## config.mk

```make
export PLATFORM = sky130hd
export DESIGN_NAME = wb_outq
export DESIGN_NICKNAME = d
export VERILOG_FILES = /design/src/rtl/wb_outq_pkg.sv /design/src/rtl/wb_outq_fwd.sv /design/src/rtl/wb_outq.sv
export SDC_FILE = /design/constraint.sdc
export NUM_CORES = 1
export LEC_CHECK = 0
export BUFFER_PORTS_ARGS = -buffer_cell sky130_fd_sc_hd__buf_2
export CAP_MARGIN = 20
export CORE_UTILIZATION = 50
export CTS_BUF_LIST = sky130_fd_sc_hd__clkbuf_8
export CTS_CLUSTER_DIAMETER = 120
export DETAILED_ROUTE_END_ITERATION = 16
export PLACE_DENSITY = 0.77
export SETUP_SLACK_MARGIN = 0.5
export SYNTH_ARGS = -nofsm -noshare
export SYNTH_HDL_FRONTEND = slang
export SYNTH_HIERARCHICAL = 1
export SYNTH_SLANG_ARGS = --single-unit
```

## constraint.sdc

```tcl
create_clock -name clk -period 8.3 [get_ports clk]
set_clock_uncertainty 0.15 [all_clocks]
set_input_delay 0.83 -clock clk [delete_from_list [all_inputs] [get_ports clk]]
set_output_delay 0.83 -clock clk [all_outputs]
set_load 0.1 [all_outputs]
```

## src/rtl/wb_outq_pkg.sv

```systemverilog
// Shared types for the writeback output queue.
// Holds the queued entry record and the field width constants.
package wb_outq_pkg;

  localparam int REG_W = 5;
  localparam int XLEN  = 64;
  localparam int PC_W  = 64;

  typedef struct packed {
    logic [REG_W-1:0] dst;
    logic [XLEN-1:0]  result;
    logic [PC_W-1:0]  pc;
    logic             wb_en;
  } wb_entry_t;

endpackage

```

## src/rtl/wb_outq_fwd.sv

```systemverilog
// Forwarding lookup over the queued writeback entries.
// Ports: entries/rd_ptr/count (queue state), fwd_rs in; fwd_hit/fwd_value out.
import wb_outq_pkg::*;

module wb_outq_fwd #(
  parameter int DEPTH = 2
) (
  input  wb_entry_t                     entries [DEPTH],
  input  logic [$clog2(DEPTH)-1:0]      rd_ptr,
  input  logic [$clog2(DEPTH):0]        count,
  input  logic [REG_W-1:0]              fwd_rs,
  output logic                          fwd_hit,
  output logic [XLEN-1:0]               fwd_value
);

  localparam int PTR_W = $clog2(DEPTH);
  localparam int CNT_W = PTR_W + 1;

  logic [PTR_W-1:0] w_idx   [DEPTH];
  logic [DEPTH-1:0] w_match;

  // Slot k holds the k-th oldest entry, counted from the read pointer.
  for (genvar k = 0; k < DEPTH; k++) begin : g_age
    assign w_idx[k]   = rd_ptr + PTR_W'(k);
    assign w_match[k] = (CNT_W'(k) < count)
                      && entries[w_idx[k]].wb_en
                      && (entries[w_idx[k]].dst == fwd_rs)
                      && (fwd_rs != '0);
  end

  // Later (younger) matches override earlier ones.
  always_comb begin
    fwd_hit   = 1'b0;
    fwd_value = '0;
    for (int k = 0; k < DEPTH; k++) begin
      if (w_match[k]) begin
        fwd_hit   = 1'b1;
        fwd_value = entries[w_idx[k]].result;
      end
    end
  end

endmodule

```

## src/rtl/wb_outq.sv

```systemverilog
// Per-pipe in-order writeback output queue with operand forwarding lookup.
// Ports: clk, rst_n; in_* (pipe side), wb_* (arbiter side), fwd_rs/fwd_hit/
// fwd_value (bypass lookup), count. Option: WB_OUTQ_BYPASS_EN (empty bypass).
import wb_outq_pkg::*;

module wb_outq #(
  parameter int DEPTH = 2
) (
  input  logic                    clk,
  input  logic                    rst_n,
  input  logic                    in_valid,
  output logic                    in_ready,
  input  logic [REG_W-1:0]        in_dst,
  input  logic [XLEN-1:0]         in_result,
  input  logic [PC_W-1:0]         in_pc,
  input  logic                    in_wb_en,
  output logic                    wb_valid,
  input  logic                    wb_ready,
  output logic [REG_W-1:0]        wb_dst,
  output logic [XLEN-1:0]         wb_result,
  output logic [PC_W-1:0]         wb_pc,
  output logic                    wb_wb_en,
  input  logic [REG_W-1:0]        fwd_rs,
  output logic                    fwd_hit,
  output logic [XLEN-1:0]         fwd_value,
  output logic [$clog2(DEPTH):0]  count
);

  localparam int PTR_W = $clog2(DEPTH);
  localparam int CNT_W = PTR_W + 1;

  wb_entry_t        r_mem [DEPTH];
  logic [PTR_W-1:0] r_rd;
  logic [PTR_W-1:0] r_wr;
  logic [CNT_W-1:0] r_cnt;

  wb_entry_t w_in;
  wb_entry_t w_head;
  logic      w_empty;
  logic      w_push;
  logic      w_pop;

  assign w_in     = '{dst: in_dst, result: in_result,
                      pc: in_pc, wb_en: in_wb_en};
  assign w_empty  = (r_cnt == '0);
  assign in_ready = (r_cnt != CNT_W'(DEPTH));
  assign count    = r_cnt;

`ifdef WB_OUTQ_BYPASS_EN
  logic w_bypass;

  // An empty queue shows the incoming entry directly; if taken
  // immediately it never occupies storage.
  assign w_head   = w_empty ? w_in : r_mem[r_rd];
  assign wb_valid = w_empty ? in_valid : 1'b1;
  assign w_bypass = w_empty && in_valid && wb_ready;
  assign w_push   = in_valid && in_ready && !w_bypass;
  assign w_pop    = !w_empty && wb_ready;
`else
  assign w_head   = r_mem[r_rd];
  assign wb_valid = !w_empty;
  assign w_push   = in_valid && in_ready;
  assign w_pop    = wb_valid && wb_ready;
`endif

  assign wb_dst    = w_head.dst;
  assign wb_result = w_head.result;
  assign wb_pc     = w_head.pc;
  assign wb_wb_en  = w_head.wb_en;

  always_ff @(posedge clk) begin
    if (w_push) begin
      r_mem[r_wr] <= w_in;
    end
  end

  always_ff @(posedge clk or negedge rst_n) begin
    if (!rst_n) begin
      r_rd  <= '0;
      r_wr  <= '0;
      r_cnt <= '0;
    end else begin
      if (w_push) begin
        r_wr <= r_wr + 1'b1;
      end
      if (w_pop) begin
        r_rd <= r_rd + 1'b1;
      end
      unique case ({w_push, w_pop})
        2'b10:   r_cnt <= r_cnt + 1'b1;
        2'b01:   r_cnt <= r_cnt - 1'b1;
        default: r_cnt <= r_cnt;
      endcase
    end
  end

  wb_outq_fwd #(
    .DEPTH(DEPTH)
  ) u_fwd (
    .entries  (r_mem),
    .rd_ptr   (r_rd),
    .count    (r_cnt),
    .fwd_rs   (fwd_rs),
    .fwd_hit  (fwd_hit),
    .fwd_value(fwd_value)
  );

endmodule

```

==> results of run 1 <==
[metrics by stage]
step                setup WS, ns  cell area (um2)  cells
global placement            2.99            14800   1397
detailed placement          3.00            14800   1397
finish                      2.41            15700   1478
floorplan                   2.03            12900    763
global route                2.05            15700   1476
CTS                         2.37            15700   1475
[final cells by class]
type	instances	area, um2
flip-flops and latches	272	8150
well taps	330	413
clock buffers	45	619
diodes	3	7.51
clock inverters	32	191
fillers	1921	9600
multi-input cells	439	4460
repair buffers	357	1820
[worst max path at each step]
stage	startpoint	endpoint	slack [ns]	cells past startpoint
2_1_floorplan	count[0]	r_mem[134]	2.03	3
3_3_place_gp	r_rd	fwd_value[55]	2.99	8
3_5_place_dp	r_rd	fwd_value[55]	3.00	8
4_1_cts	r_rd	fwd_value[55]	2.37	8
5_1_grt	r_rd	fwd_value[55]	2.05	8
6_report	r_rd	fwd_value[55]	2.41	8
[metal layers]
metal,track usage,up-vias,share of wire
li1,-,3691,-
met1,0.244,3755,0.38
met3,0.0792,41,0.098
met2,0.367,291,0.50
met5,0,-,0.0012
met4,0.0667,6,0.018
[cell usage in the layout, fill, tap and decap left out, types with 2 or more instances in the layout]
cell	instances
buf_2	345
buf_4	11
bufinv_16	2
clkbuf_8	45
clkinv_1	10
clkinv_2	3
dfrtp_1	3
diode_2	3
edfxtp_1	268
inv_1	15
inv_8	2
mux2_2	150
mux2_4	50
mux2i_1	137
nand2_1	3
nand3_1	58
nand4_1	6
nor2_1	4
o211ai_1	2
or2_2	2
xnor2_1	11
xor2_1	3
[sequential cells by signal, summed over array words and instances (netlist names)]
name,count
r_mem,268
count,2
r_rd,1
r_wr,1
[critical path, delay by kind of cell (launching register included)]
family | cells | cell delay (ns)
XOR/XNOR | 1 | 0.13
flip-flops | 1 | 1.07
buffers and inverters | 3 | 1.68
multiplexers | 2 | 0.54
AND/OR/NAND/NOR | 2 | 0.89
[repair_timing]
action	4_1_cts	5_1_grt
endpoints found under the hold margin	4	0
hold buffers	1	0
endpoints found under the setup margin	0	0
[cell families after synthesis]
group                      Yosys count  synth area share
and+or+nand+nor                     83            0.0344
adders and majority gates            1          0.000969
buffers and inverters               52            0.0251
AOI/OAI and AO/OA                    2           0.00116
muxes                              338             0.296
DFF                                272             0.631
xor gates and xnor gates            15            0.0108
==> impl_metrics.ini, run 1 <==
[sta]
min_period_over_period = 0.709
worst_slew_pin_slew_ns = 1.01
setup_tns_ns = 0
rsz0062_at_grt = no
hold_viol_final = 0
finalSetupViolations = 0
timing.slew.headroom = 0.330
period_minus_slack_ns = 5.89
slew_viol_final = 0
max_freq_mhz = 170
holdWs_ns = 0.309

[yosys]
postSynthCellCount = 763
synth_warnings = 6
synthFlopType = edfxtp_1
synth_area_um2 = 12900
avgSynthCellArea_um2 = 16.9
synth_commonest_cells = 268 x edfxtp_1, 150 x mux2_2, 137 x mux2i_1
synth-seq-cells = 272
netlist_top_cells_area = edfxtp_1 62%, mux2_2 13%, mux2i_1 11%
yosysUniqueCellTypes = 30
synthArstFlopShare = 0.0147
synth-edff-count = 268
synth_area_leader_cell = edfxtp_1
synth_top_area_frac = 0.623
synthesis.nets = 907
seq_area_frac_synth = 0.631
synth_most_common_cell = edfxtp_1

[clock_tree]
h-tree-depth = 2
cts_tree = yes
post_cts_resized = 0
numCtsBuffers = 45
cts_buffer_depth = 3
clkSlewWorstSetupHoldPaths_ns = 0.06
cts-root-buf = clkbuf_8
postCtsSetupBuffers = 0
clock_sinks = 272
clk-insertion-delay-late_ns = 0.55

[layout]
finish.utilization = 0.620
syn2layout_area_growth_pct = 21.3
final_layout_size_suffix_gt1_frac = 0.540
nets = 1259

[grt]
grt_pass1_vias = 8003
grt_use_total = 0.212
grt_pass1_wl_um = 42600
antenna_found_initial = 5
gr-total-overflow = 0
grt_max_degree = 72

[placement]
gp_congestion = 0.757
portBuffers = 345
dp_hpwl_um = 19200

[detailed_routing]
avgRoutedWirePerCell_um = 19.4
drt-initial-drc-count = 315
routed_via_density = 5.27
totalWireLength_um = 28700
num_vias = 7784
firstDrtPassIters = 5
drtAntennaViolNets = 0
drc = 0

[worst_setup_path]
r2r-end = r_mem[97]
reg2reg_setup_slack_ns = 5.32
endpoint_kind = output pin
crit_fanout = 71
cp_cell_sequence = buf_4 -> mux2i_1 -> xnor2_1 -> nor3b_4 -> buf_4 -> nand3_1 -> mux2i_1 -> buf_2
slowest_delay_ns = 1.07
cpMaxStageDelayCell = dfrtp_4
crit_type = reg -> out
worst_setup_path_start_kind = register
reg2regPathDepth = 3
cp.arrival_ns = 4.91
cp.required_ns = 7.32
r2r-start = count[0]

[floorplanning]
rows = 58
num_io_pins = 346
fp.dieArea_um2 = 26500
core_area_um2 = 25300
start_util = 0.511
die_h_um = 163
fp.dieW_um = 163

[run_status]
status = finished, final reports clean

[worst_hold_path]
hold_start = in_pc[18]
hold-path-endpoint = r_mem[153]
hp-class = in -> reg
min_path_cells = 1

[job]
cap_violations = 0
Power of run 1 is not shown: default switching activity piles up to over one toggle a cycle in this logic, so the estimate is an artifact.
==> run 2: changes to the inputs <==
- clock period: 8.3 -> 5.5 ns (I/O delays scaled with it)
==> run 2 against run 1 <==
  * Final area increased by 1.7%
  * Sequential cell count is the same
  * First-iteration DRC count up 26%
  * Hold slack lost 0.27 ns
  * Final cell count up 2.1%
  * Worst setup slack got worse by 1.5 ns
  * Global-route usage rose by 0.087 points
  * Routed wire length increased by 1.9%
  * Critical path depth fell by 1
  * Utilization up 1.1 points
  * Via count increased by 2.9%
  * Non-clock buffer count is 26 higher
==> impl_metrics.ini, run 2 (synthesis gave the netlist of run 1 again) <==
[worst_hold_path]
hold-path-endpoint = r_mem[164]
hp-class = in -> reg
min_path_cells = 1
hold_start = in_pc[29]

[sta]
worst_slew_pin_slew_ns = 1.00
max_freq_mhz = 216
period_minus_slack_ns = 4.63
finalSetupViolations = 0
rsz0062_at_grt = no
hold_viol_final = 0
min_period_over_period = 0.841
timing.slew.headroom = 0.332
setup_tns_ns = 0
slew_viol_final = 0

[placement]
post_dp_cell_area_um2 = 14900
dp_hpwl_um = 19500
gp_congestion = 0.764
place_inst = 1400
portBuffers = 345

[layout]
nets = 1285
final_common_cell = buf_2
final_layout_size_suffix_gt1_frac = 0.532
syn2layout_area_growth_pct = 23.4
finalNonFillerCells = 1509
final_area_um2 = 15900
largest_register_ffs = 268
layout_common_cells = 345 x buf_2, 268 x edfxtp_1, 150 x mux2_2
largest-register = r_mem

[floorplanning]
core_area_um2 = 25300
fp.dieArea_um2 = 26500
num_io_pins = 346
rows = 58
fp.dieW_um = 163
start_util = 0.511
die_h_um = 163

[grt]
grt_pass1_wl_um = 43300
gr-total-overflow = 0
grt_use_total = 0.213
grt_max_degree = 76
grt_pass1_vias = 8192
antenna_found_initial = 5

[clock_tree]
numCtsBuffers = 45
clkSlewWorstSetupHoldPaths_ns = 0.07
cts_buffer_depth = 3
clk-insertion-delay-late_ns = 0.55
postCtsSetupBuffers = 0
h-tree-depth = 2
cts_tree = yes
cts-root-buf = clkbuf_8
clock_sinks = 272

[detailed_routing]
num_vias = 8008
drc = 0
drt-initial-drc-count = 396
firstDrtPassIters = 4
drtAntennaViolNets = 0
avgRoutedWirePerCell_um = 19.4
totalWireLength_um = 29300
routed_via_density = 5.31

[worst_setup_path]
cp.arrival_ns = 3.93
crit_fanout = 30
endpoint_kind = output pin
r2r-end = r_mem[251]
reg2reg_setup_slack_ns = 2.84
crit_type = reg -> out
cp.required_ns = 4.80
worst_setup_path_start_kind = register
reg2regPathDepth = 5
r2r-start = count[0]

[run_status]
status = finished, final reports clean

[job]
cap_violations = 0
run 2: layout make-up:
cell class	instances	area (um2)
fillers	1911	9320
flip-flops and latches	272	8150
multi-input cells	439	4460
repair buffers	383	2100
clock buffers	45	619
well taps	330	413
clock inverters	33	176
diodes	7	17.5
run 2: layer usage:
layer	vias up	global-route usage	share of wire	routed length, um
li1	3756	-	-	-
met1	3853	0.247	0.39	11400
met2	348	0.364	0.49	14300
met3	51	0.0784	0.099	2900
met4	0	0.0722	0.022	648
met5	-	0	0	0
run 2: worst max-delay path by stage:
stage / startpoint / endpoint / slack [ns] / cells past startpoint
floorplan: count[0] / r_mem[134] / 0.71 / 3
global placement: r_rd / fwd_value[57] / 1.47 / 7
detailed placement: r_rd / fwd_value[56] / 1.42 / 7
CTS: r_rd / fwd_value[57] / 0.80 / 7
global route: r_rd / fwd_value[57] / 0.63 / 8
finish: r_rd / fwd_value[57] / 0.87 / 7
run 2: worst max-delay path, cell delays in order (launching register included):
cell and delay, ns:
dfrtp_4 0.58, buf_4 0.46, mux2i_1 0.26, xor2_1 0.22, and4b_4 0.73, buf_4 0.42
mux2i_1 0.23, buf_2 0.46
run 2: timing repair:
item	CTS	global route
gates resized for setup	0	0
hold endpoints to repair	47	0
hold buffers	24	0
run 2: metrics by stage:
| step | hold WS (ns) | setup WS, ns | utilization |
|---|---|---|---|
| floorplan | 0.104 | 0.711 | - |
| global placement | 0.211 | 1.47 | 0.589 |
| detailed placement | 0.210 | 1.42 | 0.589 |
| CTS | 0.0000734 | 0.803 | 0.630 |
| global route | 0.00125 | 0.629 | 0.630 |
| finish | 0.0362 | 0.874 | 0.631 |
Power of run 2 is left out for the same reason.
==> run 3: changes to the inputs <==
- ABC_AREA: default -> 1
- clock period: 5.5 -> 4.4 ns (I/O delays scaled with it)
==> run 3 against run 2 <==
  * Hold slack gained 0.050 ns
  * Critical path type unchanged
  * Utilization grew 4.9 points
  * Final area grew 8.4%
  * Synthesized area grew 1.1%
  * Die area grew 1.1%
  * Sequential share of layout area shrank 3.9 points
  * Critical endpoint is now fwd_value[13]
  * Critical path depth grew 2
  * Worst setup slack lost 0.23 ns
  * Global-route usage grew 7.4 points
==> impl_metrics.ini, run 3 <==
[yosys]
synthArstFlopShare = 0.0147
synth_warnings = 6
yosysUniqueCellTypes = 20
seq_area_frac_synth = 0.624
synth_area_leader_cell = edfxtp_1
synthesis.nets = 1542
avgSynthCellArea_um2 = 9.34
synth_area_um2 = 13100
synth-seq-cells = 272
synth_commonest_cells = 658 x nand2_1, 268 x edfxtp_1, 131 x o21ai_0
synth_top_area_frac = 0.617
netlist_top_cells_area = edfxtp_1 62%, nand2_1 19%, o21ai_0 5.0%
synth_most_common_cell = nand2_1
synthFlopType = edfxtp_1
postSynthCellCount = 1398
synth-edff-count = 268

[detailed_routing]
met2_length_um = 20000
drc = 0
num_vias = 12272
drtAntennaViolNets = 0
wl_met3_um = 4410
avgRoutedWirePerCell_um = 18.1
routed_via_density = 5.51
met1_length_um = 14700
totalWireLength_um = 40400
drt-initial-drc-count = 1272
firstDrtPassIters = 7
top_layer = met4

[placement]
portBuffers = 345
post_dp_cell_area_um2 = 14900
place_inst = 1995
gp_congestion = 0.879
dp_hpwl_um = 22000

[sta]
holdWs_ns = 0.0860
slew_viol_final = 0
period_minus_slack_ns = 3.75
worst_slew_pin_slew_ns = 0.839
max_freq_mhz = 267
min_period_over_period = 0.853
timing.slew.headroom = 0.441
finalSetupViolations = 0
rsz0062_at_grt = no
hold_viol_final = 0
setup_tns_ns = 0

[layout]
nFillCells = 1854
layout_common_cells = 656 x nand2_1, 323 x buf_2, 268 x edfxtp_1
syn2layout_area_growth_pct = 32.3
largest_register_ffs = 268
final_area_um2 = 17300
final_common_cell = nand2_1
nets = 2008
finalNonFillerCells = 2229
final_layout_size_suffix_gt1_frac = 0.236
largest-register = r_mem

[worst_setup_path]
crit_fanout = 64
cp.required_ns = 3.81
r2r-start = count[0]
cp_cell_sequence = inv_4 -> nand2_1 -> nand3_1 -> nand3_1 -> nor2_4 -> buf_8 -> nand4_1 -> nand2_1 -> buf_2
reg2regPathDepth = 5
crit_type = reg -> out
endpoint_kind = output pin
cp_top_family = buffers and inverters
worst_setup_path_start_kind = register
r2r-end = r_mem[219]
reg2reg_setup_slack_ns = 2.19
cp_num_buf_inv = 3
cp.arrival_ns = 3.16
slowest_delay_ns = 0.60
cpMaxStageDelayCell = dfrtp_4

[clock_tree]
clk-insertion-delay-late_ns = 0.54
numCtsBuffers = 46
clock_sinks = 272
clkSlewWorstSetupHoldPaths_ns = 0.06
cts_tree = yes
h-tree-depth = 2
cts-root-buf = clkbuf_8
cts_buffer_depth = 3

[grt]
grt_pass1_wl_um = 59800
gr-total-overflow = 0
antenna_found_initial = 1
grt_pass1_vias = 11508
grt_use_total = 0.288
grt_max_degree = 109

[floorplanning]
core_area_um2 = 25400
num_io_pins = 346
rows = 58
fp.dieW_um = 164
start_util = 0.514
die_h_um = 164
fp.dieArea_um2 = 26800

[job]
cap_violations = 0

[worst_hold_path]
hp-class = in -> async

[run_status]
status = finished, final reports clean
-- run 3: cell count changes in the layout (fill, tap and decap cells not counted), sizes merged, moves of 59 or more --
cell / previous run / this run
mux2: 200 / 0
nand4: 6 / 65
inv: 15 / 97
mux2i: 138 / 0
o21ai: 0 / 131
nand2: 3 / 659
dlygate4sd3: 24 / 137
-- run 3: worst max-delay path by stage --
stage | start | endpoint | slack [ns] | cells past startpoint
detailed placement | r_rd | fwd_value[41] | 0.88 | 10
CTS | r_rd | fwd_value[57] | 0.44 | 10
floorplan | count[0] | r_mem[0] | 0.58 | 4
global placement | r_rd | fwd_value[33] | 0.94 | 10
finish | r_rd | fwd_value[13] | 0.65 | 9
global route | r_rd | fwd_value[48] | 0.51 | 9
-- run 3: cell families (layout without fill, tap and decap cells) --
kind of cell             after synthesis  after routing  synth area share
XOR/XNOR                               1              1          0.000671
AO/OA/AOI/OAI                        133            133            0.0512
flip-flops                           272            272             0.624
adder cells (fa/ha/maj)                1              1          0.000958
AND/OR/NAND/NOR                      815            819             0.256
buffers and inverters                176            672            0.0672
other                                  0              1                 0
-- run 3: repair_timing --
action                                  in CTS  in global routing
endpoints found under the setup margin      64                 63
gates cloned                                 2                  2
pin swaps                                    1                  4
hold buffers                               137                  0
hold endpoints to repair                   274                  0
resized for setup                            8                 30
buffers inserted                             0                 10
-- run 3: cell type report --
type / count / area [um2] / share of cell area
antenna: 1 / 2.50 / 0.000145
clock inverter: 35 / 154 / 0.00891
inverter: 82 / 313 / 0.0181
sequential: 272 / 8160 / 0.472
clock buffer: 47 / 647 / 0.0374
multi-input combinational: 954 / 4140 / 0.240
tap: 330 / 413 / 0.0239
timing repair buffer: 508 / 3450 / 0.200
-- run 3: metal layers --
layer  GRT usage  vias to the layer above
met2       0.491                      797
met1       0.342                     5730
met4       0.120                        0
met5           0                        -
li1            -                     5632
met3      0.0777                      113
-- run 3: metrics by stage --
| stage | util | setup WS (ns) |
|---|---|---|
| after floorplan | - | 0.580 |
| after global placement | 0.586 | 0.939 |
| after detailed placement | 0.586 | 0.880 |
| after CTS | 0.673 | 0.444 |
| after global routing | 0.680 | 0.505 |
| final | 0.680 | 0.648 |
Power of run 3 is left out for the same reason.
